## config.mk

```make
export PLATFORM = sky130hd
export DESIGN_NAME = pll_reset_sequencer
export DESIGN_NICKNAME = d
export VERILOG_FILES = /design/src/rtl/pll_reset_sequencer_pkg.sv /design/src/rtl/pll_reset_sequencer_sync2.sv /design/src/rtl/pll_reset_sequencer.sv
export SDC_FILE = /design/constraint.sdc
export NUM_CORES = 1
export LEC_CHECK = 0
export ABC_AREA = 1
export ABC_CLOCK_PERIOD_IN_PS = 2300
export CAP_MARGIN = 20
export CORE_UTILIZATION = 57
export DETAILED_ROUTE_END_ITERATION = 7
export PLACE_DENSITY = 0.78
export SLEW_MARGIN = 25
export SYNTH_ARGS = -nofsm -noshare
export SYNTH_HDL_FRONTEND = slang
export SYNTH_HIERARCHICAL = 1
export SYNTH_SLANG_ARGS = --single-unit
```

## constraint.sdc

```tcl
create_clock -name clk -period 2.3 [get_ports clk]
set_input_delay 0.345 -clock clk [delete_from_list [all_inputs] [get_ports clk]]
set_output_delay 0.345 -clock clk [all_outputs]
set_load 0.005 [all_outputs]
```

## src/rtl/pll_reset_sequencer_pkg.sv

```systemverilog
// Shared definitions for the PLL reset sequencer: FSM state encoding.
package pll_reset_sequencer_pkg;

  typedef enum logic [1:0] {
    ST_PLL_RST   = 2'd0,
    ST_WAIT_LOCK = 2'd1,
    ST_STABLE    = 2'd2,
    ST_RUN       = 2'd3
  } state_e;

endpackage

```

## src/rtl/pll_reset_sequencer_sync2.sv

```systemverilog
// Two-flop synchronizer with asynchronous active-low clear; shared by clock-crossing blocks.
module sync2 (
  input  logic clk_i,
  input  logic rst_ni,
  input  logic d_i,
  output logic q_o
);

  logic meta_q;
  logic sync_q;

  always_ff @(posedge clk_i or negedge rst_ni) begin
    if (!rst_ni) begin
      meta_q <= 1'b0;
      sync_q <= 1'b0;
    end else begin
      meta_q <= d_i;
      sync_q <= meta_q;
    end
  end

  assign q_o = sync_q;

endmodule

```

## src/rtl/pll_reset_sequencer.sv

```systemverilog
// Drives PLL/DCM reset, qualifies LOCKED, and releases the system reset once lock is stable.
module pll_reset_sequencer
  import pll_reset_sequencer_pkg::*;
#(
  parameter int unsigned RST_CYCLES    = 8,
  parameter int unsigned LOCK_TIMEOUT  = 50000,
  parameter int unsigned STABLE_CYCLES = 1024,
  parameter int unsigned CNT_W         = 16,
  parameter int unsigned RETRY_W       = 4
) (
  input  logic               clk,
  input  logic               rst_n,
  input  logic               pll_locked,
  input  logic               soft_req,
  output logic               pll_rst,
  output logic               sys_rst_n,
  output logic               lock_ok,
  output logic [RETRY_W-1:0] retry_count,
  output logic               timeout_err
);

  localparam logic [CNT_W-1:0] RST_LAST    = CNT_W'(RST_CYCLES - 1);
  localparam logic [CNT_W-1:0] TIMEOUT_LAST = CNT_W'(LOCK_TIMEOUT - 1);
  localparam logic [CNT_W-1:0] STABLE_LAST = CNT_W'(STABLE_CYCLES - 1);

  state_e             state_q, state_d;
  logic [CNT_W-1:0]   timer_q, timer_d;
  logic [RETRY_W-1:0] retry_q, retry_d;
  logic               terr_q, terr_d;
  logic               pll_rst_q, sys_rst_n_q, lock_ok_q;
  logic               lk_s;
  logic               retry_inc;

  sync2 u_lock_sync (
    .clk_i (clk),
    .rst_ni(rst_n),
    .d_i   (pll_locked),
    .q_o   (lk_s)
  );

  always_comb begin
    state_d   = state_q;
    timer_d   = timer_q;
    retry_d   = retry_q;
    terr_d    = terr_q;
    retry_inc = 1'b0;

    unique case (state_q)
      ST_PLL_RST: begin
        if (timer_q == RST_LAST) state_d = ST_WAIT_LOCK;
      end
      ST_WAIT_LOCK: begin
        if (lk_s) begin
          state_d = ST_STABLE;
        end else if (timer_q == TIMEOUT_LAST) begin
          state_d   = ST_PLL_RST;
          retry_inc = 1'b1;
          terr_d    = 1'b1;
        end
      end
      ST_STABLE: begin
        if (!lk_s) state_d = ST_WAIT_LOCK;
        else if (timer_q == STABLE_LAST) state_d = ST_RUN;
      end
      ST_RUN: begin
        if (!lk_s) begin
          state_d   = ST_PLL_RST;
          retry_inc = 1'b1;
        end
      end
      default: state_d = ST_PLL_RST;
    endcase

    // A soft request overrides whatever transition the state logic chose, including its side effects.
    if (soft_req) begin
      state_d   = ST_PLL_RST;
      retry_inc = 1'b0;
      terr_d    = terr_q;
    end

    if (retry_inc && (retry_q != '1)) retry_d = retry_q + 1'b1;

    if ((state_d != state_q) || soft_req) timer_d = '0;
    else if (state_q != ST_RUN)           timer_d = timer_q + 1'b1;
  end

  always_ff @(posedge clk or negedge rst_n) begin
    if (!rst_n) begin
      state_q     <= ST_PLL_RST;
      timer_q     <= '0;
      retry_q     <= '0;
      terr_q      <= 1'b0;
      pll_rst_q   <= 1'b1;
      sys_rst_n_q <= 1'b0;
      lock_ok_q   <= 1'b0;
    end else begin
      state_q     <= state_d;
      timer_q     <= timer_d;
      retry_q     <= retry_d;
      terr_q      <= terr_d;
      pll_rst_q   <= (state_d == ST_PLL_RST);
      sys_rst_n_q <= (state_d == ST_RUN);
      lock_ok_q   <= (state_d == ST_RUN);
    end
  end

  assign pll_rst     = pll_rst_q;
  assign sys_rst_n   = sys_rst_n_q;
  assign lock_ok     = lock_ok_q;
  assign retry_count = retry_q;
  assign timeout_err = terr_q;

endmodule

```

-- Word-level counts from Yosys, hierarchy flattened
Cells that the tools add are included.
W data, S select, Z words.
- bitwise operators: 2
- muxes and demuxes: 15
- eq/ne operators: 10
- reductions and logical operators: 6
- add/subtract/negate cells: 2
- operators with widths (cell ; count):
    $mux W16 ; 2
    $add A16 B1 Y16 const B ; 1
    $eq A16 B10 Y1 const B ; 1
    $eq A16 B16 Y1 const B ; 1
    $eq A16 B3 Y1 const B ; 1
    $mux W2 ; 7
    $pmux W2 S4 ; 1
    $eq A2 B2 Y1 const B ; 3
    $add A4 B1 Y4 const B ; 1
    $logic_not A2 Y1 ; 2
    $mux W1 ; 4
    $ne A4 B4 Y1 const B ; 1
    $reduce_and A4 Y1 ; 1
    $eq A2 B1 Y1 const B ; 1
    $ne A2 B2 Y1 ; 1
    $ne A2 B2 Y1 const B ; 1
    $not A1 Y1 ; 2
    $pmux W1 S2 ; 1
    $reduce_bool A2 Y1 ; 1
    $logic_and A1 B1 Y1 ; 1
    $logic_or A1 B1 Y1 ; 1
- logic and storage cells: 43
- bits in registers: 27
- input port bits: 4
- output and inout port bits: 8

-- Depth between registers and ports, before layout
Gate-level depths: netlist of run 1.
- word-level depth: 8
- mapped depth: 13
- mapped depth without buffers: 12

-- Cells and area by module
The synthesis of run 1 kept the hierarchy.
- by module, submodules not included (module ; cells an instance ; sequential area each (µm²) ; area an instance (µm²) ; times used):
    pll_reset_sequencer ; 170 ; 626.9 ; 1508.9 ; 1
    sync2 ; 2 ; 50.0 ; 50.0 ; 1

-- Worst setup path after synthesis of run 1
No wires, ideal clock.
- path type: reg2reg
- start: register timer_q[0]
- end: register timer_q[7]
- stages on the path, launching flop included: 12
- arrival time: 1519 ps
- library setup time: 128 ps
- period minus slack after synthesis: 1646 ps
- data required time: 2172 ps
- path slack: 654 ps
- buffers on the path: 1
- cells stage by stage: dfrtp_1 > ha_1 > nand3_2 > nor2_2 > nand2_1 > a21oi_2 > nand2_2 > nand2_2 > nand2_2 > nand3_4 > buf_12 > nor2_4
- longest elaborated chain between the ends: 8
- elaborated cells between the ends (all ways): 16
- those cells by class: add/sub (1); eq/ne (4); mux (9); reduce/logical (2)
- ends and longest elaborated chain (what ; RTL line ; text):
    from (decl) ; pll_reset_sequencer.sv:27 ; logic [CNT_W-1:0] timer_q, timer_d;
    from (signal assigned) ; pll_reset_sequencer.sv:98 ; timer_q <= timer_d;
    $eq A16 B10 Y1 or $eq A16 B16 Y1 (tied branches) ; pll_reset_sequencer.sv:63, pll_reset_sequencer.sv:55 ;
    $mux W2 (on tied branches) ; pll_reset_sequencer.sv:63, pll_reset_sequencer.sv:55 ;
    $mux W2 (on tied branches) ; pll_reset_sequencer.sv:62, pll_reset_sequencer.sv:53 ;
    $pmux W2 S4 ; pll_reset_sequencer.sv:48 ; unique case (state_q)
    $mux W2 ; pll_reset_sequencer.sv:75 ; if (soft_req) begin
    $ne A2 B2 Y1 ; pll_reset_sequencer.sv:83 ; if ((state_d != state_q) || soft_req) timer_d = '0;
    $logic_or A1 B1 Y1 ; pll_reset_sequencer.sv:83 ;
    $mux W16 or $reduce_bool A2 Y1 (tied branches) ; -- ;
Parallel ways exist; a longest one is shown, timed or not. The select of a mux whose other input is x is not followed.
A chain may end at the register's enable or synchronous reset.

-- Worst setup path in the final report of run 1
- start: register timer_q[0]
- end: register timer_q[0]
Same word-level chain as after synthesis.

==> results of run 1 <==
## per-layer routing
metal | up-vias | routed length, um
met5 | - | 0
met4 | 0 | 15
met3 | 2 | 56
met2 | 12 | 1220
met1 | 547 | 1290
li1 | 572 | -
## cell usage after synthesis
master / count
nand2_1: 28
dfrtp_1: 26
nor2_1: 24
inv_1: 19
nor2_4: 10
xnor2_1: 9
nand3_1: 8
nand4_1: 6
nor2_2: 5
nor3_1: 5
xor2_1: 5
nand2_2: 4
o21ai_0: 4
buf_12: 2
ha_1: 2
nand3_2: 2
o21bai_1: 2
a211oi_1: 1
a21oi_2: 1
a21oi_4: 1
a31oi_1: 1
buf_4: 1
dfstp_2: 1
inv_2: 1
mux2i_1: 1
nand2_4: 1
nand3_4: 1
nand4_2: 1
## flip-flops by register name (all words and copies together), names as in the netlist
signal,flops
lock_ok,1
u_lock_sync/meta_q,1
timeout_err,1
u_lock_sync/q_o,1
pll_rst,1
state_q,2
timer_q,16
retry_count,4
## power by group through the flow
stage                     clock (mW)  combinational, mW  sequential [mW]
after floorplan                    0             0.0448            0.500
after global placement             0             0.0577            0.502
after detailed placement           0             0.0607            0.502
after CTS                      0.218             0.0606            0.494
after global routing           0.235             0.0666            0.496
final                          0.213             0.0588            0.494
## path summary, 6_finish.rpt
| path | startpoint | endpoint | slack, ns | cells past startpoint |
|---|---|---|---|---|
| max in group asynchronous | rst_n | pll_rst | 1.64 | 2 |
| max | timer_q[0] | timer_q[0] | 0.37 | 9 |
| max reg2reg | timer_q[0] | timer_q[0] | 0.37 | 9 |
| min | rst_n | timer_q[11] | 0.36 | 2 |
| min reg2reg | u_lock_sync/meta_q | u_lock_sync/q_o | 0.37 | 0 |
| min in group clk | u_lock_sync/meta_q | u_lock_sync/q_o | 0.37 | 0 |
## final cells by class
cell class              count  share of cell area
clock buffers               3              0.0133
multi-input cells         122               0.448
inverters                  20              0.0442
well taps                  30              0.0221
repair buffers             12              0.0693
flip-flops and latches     27               0.399
clock inverters             1             0.00442
## logic make-up (layout without fill, tap and decap cells)
| group | count (synthesis) | in the layout | synth area share |
|---|---|---|---|
| adders and majority gates | 2 | 2 | 0.0160 |
| xor gates and xnor gates | 14 | 14 | 0.0787 |
| muxes | 1 | 1 | 0.00642 |
| AOI/OAI and AO/OA | 10 | 10 | 0.0474 |
| DFF | 27 | 27 | 0.434 |
| and+or+nand+nor | 95 | 95 | 0.339 |
| buffers and inverters | 23 | 36 | 0.0787 |
## critical path, stage by stage, from the launching register on
cell and delay (ns):
dfrtp_1 0.44, ha_1 0.23, nand3_2 0.12, nor2_2 0.14
nand2_1 0.11, a21oi_2 0.14, nand2_2 0.08, nand3_2 0.08
nand3_4 0.30, nor2_1 0.21
## stage by stage
step           worst slack [ns]  total power [mW]
2_1_floorplan             0.654             0.545
6_report                  0.368             0.766
4_1_cts                   0.331             0.772
3_3_place_gp              0.448             0.559
3_5_place_dp              0.362             0.563
5_1_grt                   0.211             0.797
==> metrics, run 1 <==
PwrDens=around 450 nW/um2; HP Class=in -> async; final setup fails=0; power share of the clock group=0.278; Clock Latency Late Sink=approximately 0.32 ns; Top Ports=12; register area share after synthesis=0.434; outcome=finished clean; Syn Inst Count=approximately 170; fin crit period=about 1.9 ns; sw power=roughly 0.2 mW; VDD IR-drop max=around 0.43 mV; Max Cap Viol=0; Comb power frac=0.077; die height=about 54 um; Total GRT Usage=0.204; DR vias=1133; initial DRC count=20; M1 GR Usage=0.274; critical path class=reg -> reg; Lkg Pwr=between 0.7 and 0.8 nW; dpl cells=between 200 and 250; final core utilization=0.673; drt pass-1 iters=4; Seq. cell area=around 680 um2; clock root buffer=clkbuf_4; Nets=approximately 190; library cells used by synthesis=28; Post CTS Setup Buffer Count=0; fillers=between 200 and 250; num rows=18; TNS Setup=0 ns; Via density=about 5.3; ant diodes=0; mapped cell area=between 1500 and 2000 um2; total clock sinks=27; Synth area leader=dfrtp_1; overall die area=a little under 3000 um2; TritonCTS clock tree=yes; top cells by area, synth=dfrtp_1 42%, nor2_4 7.2%, nand2_1 6.7%; TritonCTS Buffers=3; area of the multi-input gates=roughly 760 um2; final hold vios=0; Flop pwr share=0.645; Max Fclk=roughly 0.52 GHz; syn nets=178; grt peak-use layer=met2; critical path required time=2.56 ns; Post-CTS Hold Buffers=0; Setup Skew=0.00168 ns; Critical Path AT=between 2 and 2.5 ns; post-route ant nets=0; design area=between 1500 and 2000 um2; Slew @ Worst Pin=approximately 0.4 ns; DRC violations left=0; unrepaired setup endpoints after global routing=no; core area=between 2000 and 3000 um2; PortBufs=11; starting density of the core=0.618; Max Root-Sink Buffers=2; Internal=0.571 mW; Period Utilization, post-route=0.840; met3 Use GR=0.0250; Rel. slew slack=0.736; Post-Layout Cell Count=215; vias in the first global route=about 1000; DP HPWL=approximately 2 mm; commonest non-fill, non-tap cell in the layout=nand2_1; worst hold slack=roughly 0.36 ns; Final GP Congestion=around 0.88; total gr overflow=0; Placement Cell Area=about 1700 um2; clock slew at reported path FFs=0.15 ns; drt total wl=approximately 2.6 mm; initial antenna violation count=0; die extent in x=between 50 and 60 um; cts repair resizes=0; crit start category=flop; Setup crit end kind=flop; yosys warns=6; Net Sw Frac=0.255; synthesis-to-layout area growth=8.83%; Wirelength per Cell=roughly 12 um; Yosys top cell area share=0.417; Seq cells post-synth=27; Final Max Slew Viols=0; met2 capacity usage during global routing=0.346; share of cells above drive strength 1=0.178; syn avg cell area=just over 9 um2; most frequent cells in the layout=28 x nand2_1, 26 x dfrtp_1, 24 x nor2_1, 19 x inv_1, 11 x clkdlybuf4s50_1; Worst Path Max Fanout=16; largest net degree at the start of global routing=28; first-pass GRT wire length=around 4.3 mm; H-tree depth=1
(Power assumes the default switching activity.)
==> run 2, diff against run 1 <==
--- a/config.mk
+++ b/config.mk
@@ -6,11 +6,11 @@
 export NUM_CORES = 1
 export LEC_CHECK = 0
 export ABC_AREA = 1
-export ABC_CLOCK_PERIOD_IN_PS = 2300
+export ABC_CLOCK_PERIOD_IN_PS = 1500
 export CAP_MARGIN = 20
-export CORE_UTILIZATION = 57
+export CORE_UTILIZATION = 52
 export DETAILED_ROUTE_END_ITERATION = 7
-export PLACE_DENSITY = 0.78
+export PLACE_DENSITY = 0.75
 export SLEW_MARGIN = 25
 export SYNTH_ARGS = -nofsm -noshare
 export SYNTH_HDL_FRONTEND = slang
==> constraint.sdc (replaced) <==
create_clock -name clk -period 1.5 [get_ports clk]
set_input_delay 0.225 -clock clk [delete_from_list [all_inputs] [get_ports clk]]
set_output_delay 0.225 -clock clk [all_outputs]
set_load 0.005 [all_outputs]
==> run 2 against run 1 <==
Against the previous run: the flow now finishes with violations (negative setup slack); first-iteration DRC count rose by 130%; sequential cell count did not move; sequential power rose by 53%; setup slack got worse by 0.55 ns; die area rose by 9.3%; combinational power rose to 2.7 times the previous value; cell area rose by 21%; non-clock buffer count rose by 35; register-to-register slack got worse by 0.55 ns; fmax rose by 15%; critical path depth rose by 1; highest routed layer unchanged.
==> metrics, run 2 (synthesized netlist as in run 1, its figures left out) <==
outcome=finished, violations left; failing checks=negative setup slack; Period Utilization, post-route=1.12 (+0.280); Setup crit end kind=flop; core area=2810 um2 (+11%); slowest CP cell=dfrtp_1; unrepaired setup endpoints after global routing=yes; synthesis-to-layout area growth=31.2%; most frequent cells in the layout=33 x buf_4, 25 x nand2_1, 25 x dfrtp_1, 18 x nor2_1, 17 x inv_1; PortBufs=11 (unchanged); Nets=227 (+18%); first-pass GRT wire length=5.69 mm (+31%); Total GRT Usage=0.231 (+0.0277); share of cells above drive strength 1=0.377 (+0.199); Comb power frac=0.127 (+0.050); overall die area=3220 um2 (+9.3%); max reg flops=16 (unchanged); DRC violations left=0 (unchanged); Max Cap Viol=0 (unchanged); Final GP Congestion=0.921 (+4.6%); vias in the first global route=1271 (+24%); Via density=5.10 (-3.2%); Max Root-Sink Buffers=2 (unchanged); H-tree depth=1 (unchanged); Levels on crit path=10 (+1); sw power=0.325 mW (+66%); R2R setup slack=-0.18 ns (-0.55 ns); Flop pwr share=0.609 (-0.036); die extent in x=56.8 um (+4.5%); DP HPWL=2.50 mm (+28%); Net Sw Frac=0.262 (+0.00704); Clock Latency Late Sink=0.33 ns (about the same); initial DRC count=45 (+130%); num rows=19 (+1); Top Ports=12 (unchanged); total clock sinks=27 (unchanged); Placement Cell Area=1900 um2 (+14%); crit start category=flop; starting density of the core=0.556 (-0.0623); Rel. slew slack=0.765 (+0.0294); DR vias=1281 (+13%); TritonCTS clock tree=yes; Top delay family on crit path=simple AND/OR/NAND/NOR gates; Final Max Slew Viols=0 (unchanged); power share of the clock group=0.263 (-0.015); ant diodes=0 (unchanged); TritonCTS Buffers=3 (unchanged); post-route ant nets=0 (unchanged); final hold vios=0 (unchanged); PwrDens=606 nW/um2 (+34%); worst path cell trace=ha_4 -> nand4_1 -> nor2_1 -> nand2_2 -> a21oi_4 -> nand2_2 -> nand2_2 -> nand3_4 -> buf_6 -> nor2_1; critical path class=reg -> reg; total gr overflow=0 (unchanged); Worst Reg-to-Reg Cells=10 (+1); Worst Path Max Fanout=5 (-11); Internal=0.916 mW (+60%); Slew @ Worst Pin=0.348 ns (-0.0477 ns); clock root buffer=clkbuf_4; critical path required time=1.77 ns (-0.79 ns); Critical Path AT=1.95 ns (-0.24 ns); VDD IR-drop max=0.517 mV (+21%); commonest non-fill, non-tap cell in the layout=buf_4; CP Launch Point=timer_q[0]; drt total wl=3.38 mm (+31%); R2R Path End=timer_q[13]; initial antenna violation count=0 (unchanged); worst flop-to-flop path startpoint=timer_q[0]; worst setup margin=-0.180 ns (-0.548 ns); drt pass-1 iters=4 (unchanged); crit path buf inv count=1 (+1); register with the most flip-flops=timer_q; clock slew at reported path FFs=0.15 ns (about the same); Setup Skew=0.00281 ns (+0.00113 ns); most frequent cell on the critical path=nand2_2; HP Class=in -> async; die height=56.8 um (+4.5%); slowest stage delay, CP=0.43 ns (about the same); design area=2050 um2 (+21%); final setup fails=21 (+21); largest net degree at the start of global routing=28 (unchanged); Lkg Pwr=0.941 nW (+23%); Post-CTS Hold Buffers=0 (unchanged); Max Fclk=0.595 GHz (+15%); total power=1.24 mW (+62%); fin crit period=1.68 ns (-0.252 ns); Wirelength per Cell=13.5 um (+12%)
==> run 2: cell types whose count changed in the layout (fill, tap and decap cells not counted), moves of 3 or more <==
cell / delta
buf_4: +32
nand2_1: -3
nand2_2: +3
nor2_1: -6
nor2_4: +4
==> run 2: metal layers <==
metal | vias to the layer above | wire length [um] | track usage
met2 | 15 | 1790 | 0.413
li1 | 646 | - | -
met5 | - | 0 | 0
met4 | 0 | 33 | 0.0732
met1 | 616 | 1510 | 0.295
met3 | 4 | 56 | 0.0207
==> run 2: cell type report <==
class / instances / area (um2)
flip-flops and latches: 27 / 678
well taps: 31 / 38.8
clock buffers: 3 / 22.5
fillers: 214 / 759
repair buffers: 47 / 399
clock inverters: 1 / 7.51
inverters: 20 / 75.1
multi-input cells: 122 / 825
==> run 2: stage by stage <==
stage               setup WS, ns  hold WS, ns   util  setup TNS, ns  instances
finish                    -0.180        0.239  0.729          -2.77        251
floorplan                 -0.110      -0.0706      -          -1.04        172
CTS                       -0.185        0.244  0.703          -2.66        248
global placement         -0.0487        0.336  0.678         -0.655        241
detailed placement        -0.171        0.336  0.678          -2.42        241
global route              -0.274        0.259  0.729          -4.62        251
==> run 2: worst max path at each step <==
| stage | slack (ns) | end |
|---|---|---|
| 2_1_floorplan | -0.11 | timer_q[7] |
| 3_3_place_gp | -0.05 | timer_q[10] |
| 3_5_place_dp | -0.17 | timer_q[1] |
| 4_1_cts | -0.18 | timer_q[0] |
| 5_1_grt | -0.27 | timer_q[13] |
| 6_report | -0.18 | timer_q[13] |
==> run 2: power by group through the flow <==
stage | sequential, mW | combinational, mW | clock [mW]
finish | 0.756 | 0.158 | 0.326
global route | 0.758 | 0.172 | 0.352
CTS | 0.756 | 0.136 | 0.328
detailed placement | 0.767 | 0.132 | 0
global placement | 0.765 | 0.126 | 0
floorplan | 0.767 | 0.0692 | 0
==> run 2: what timing repair did <==
| item | CTS | global route |
|---|---|---|
| resized for setup | 6 | 15 |
| setup endpoints to repair | 26 | 23 |
| pin swaps | 2 | 9 |
| setup buffers | 3 | 3 |
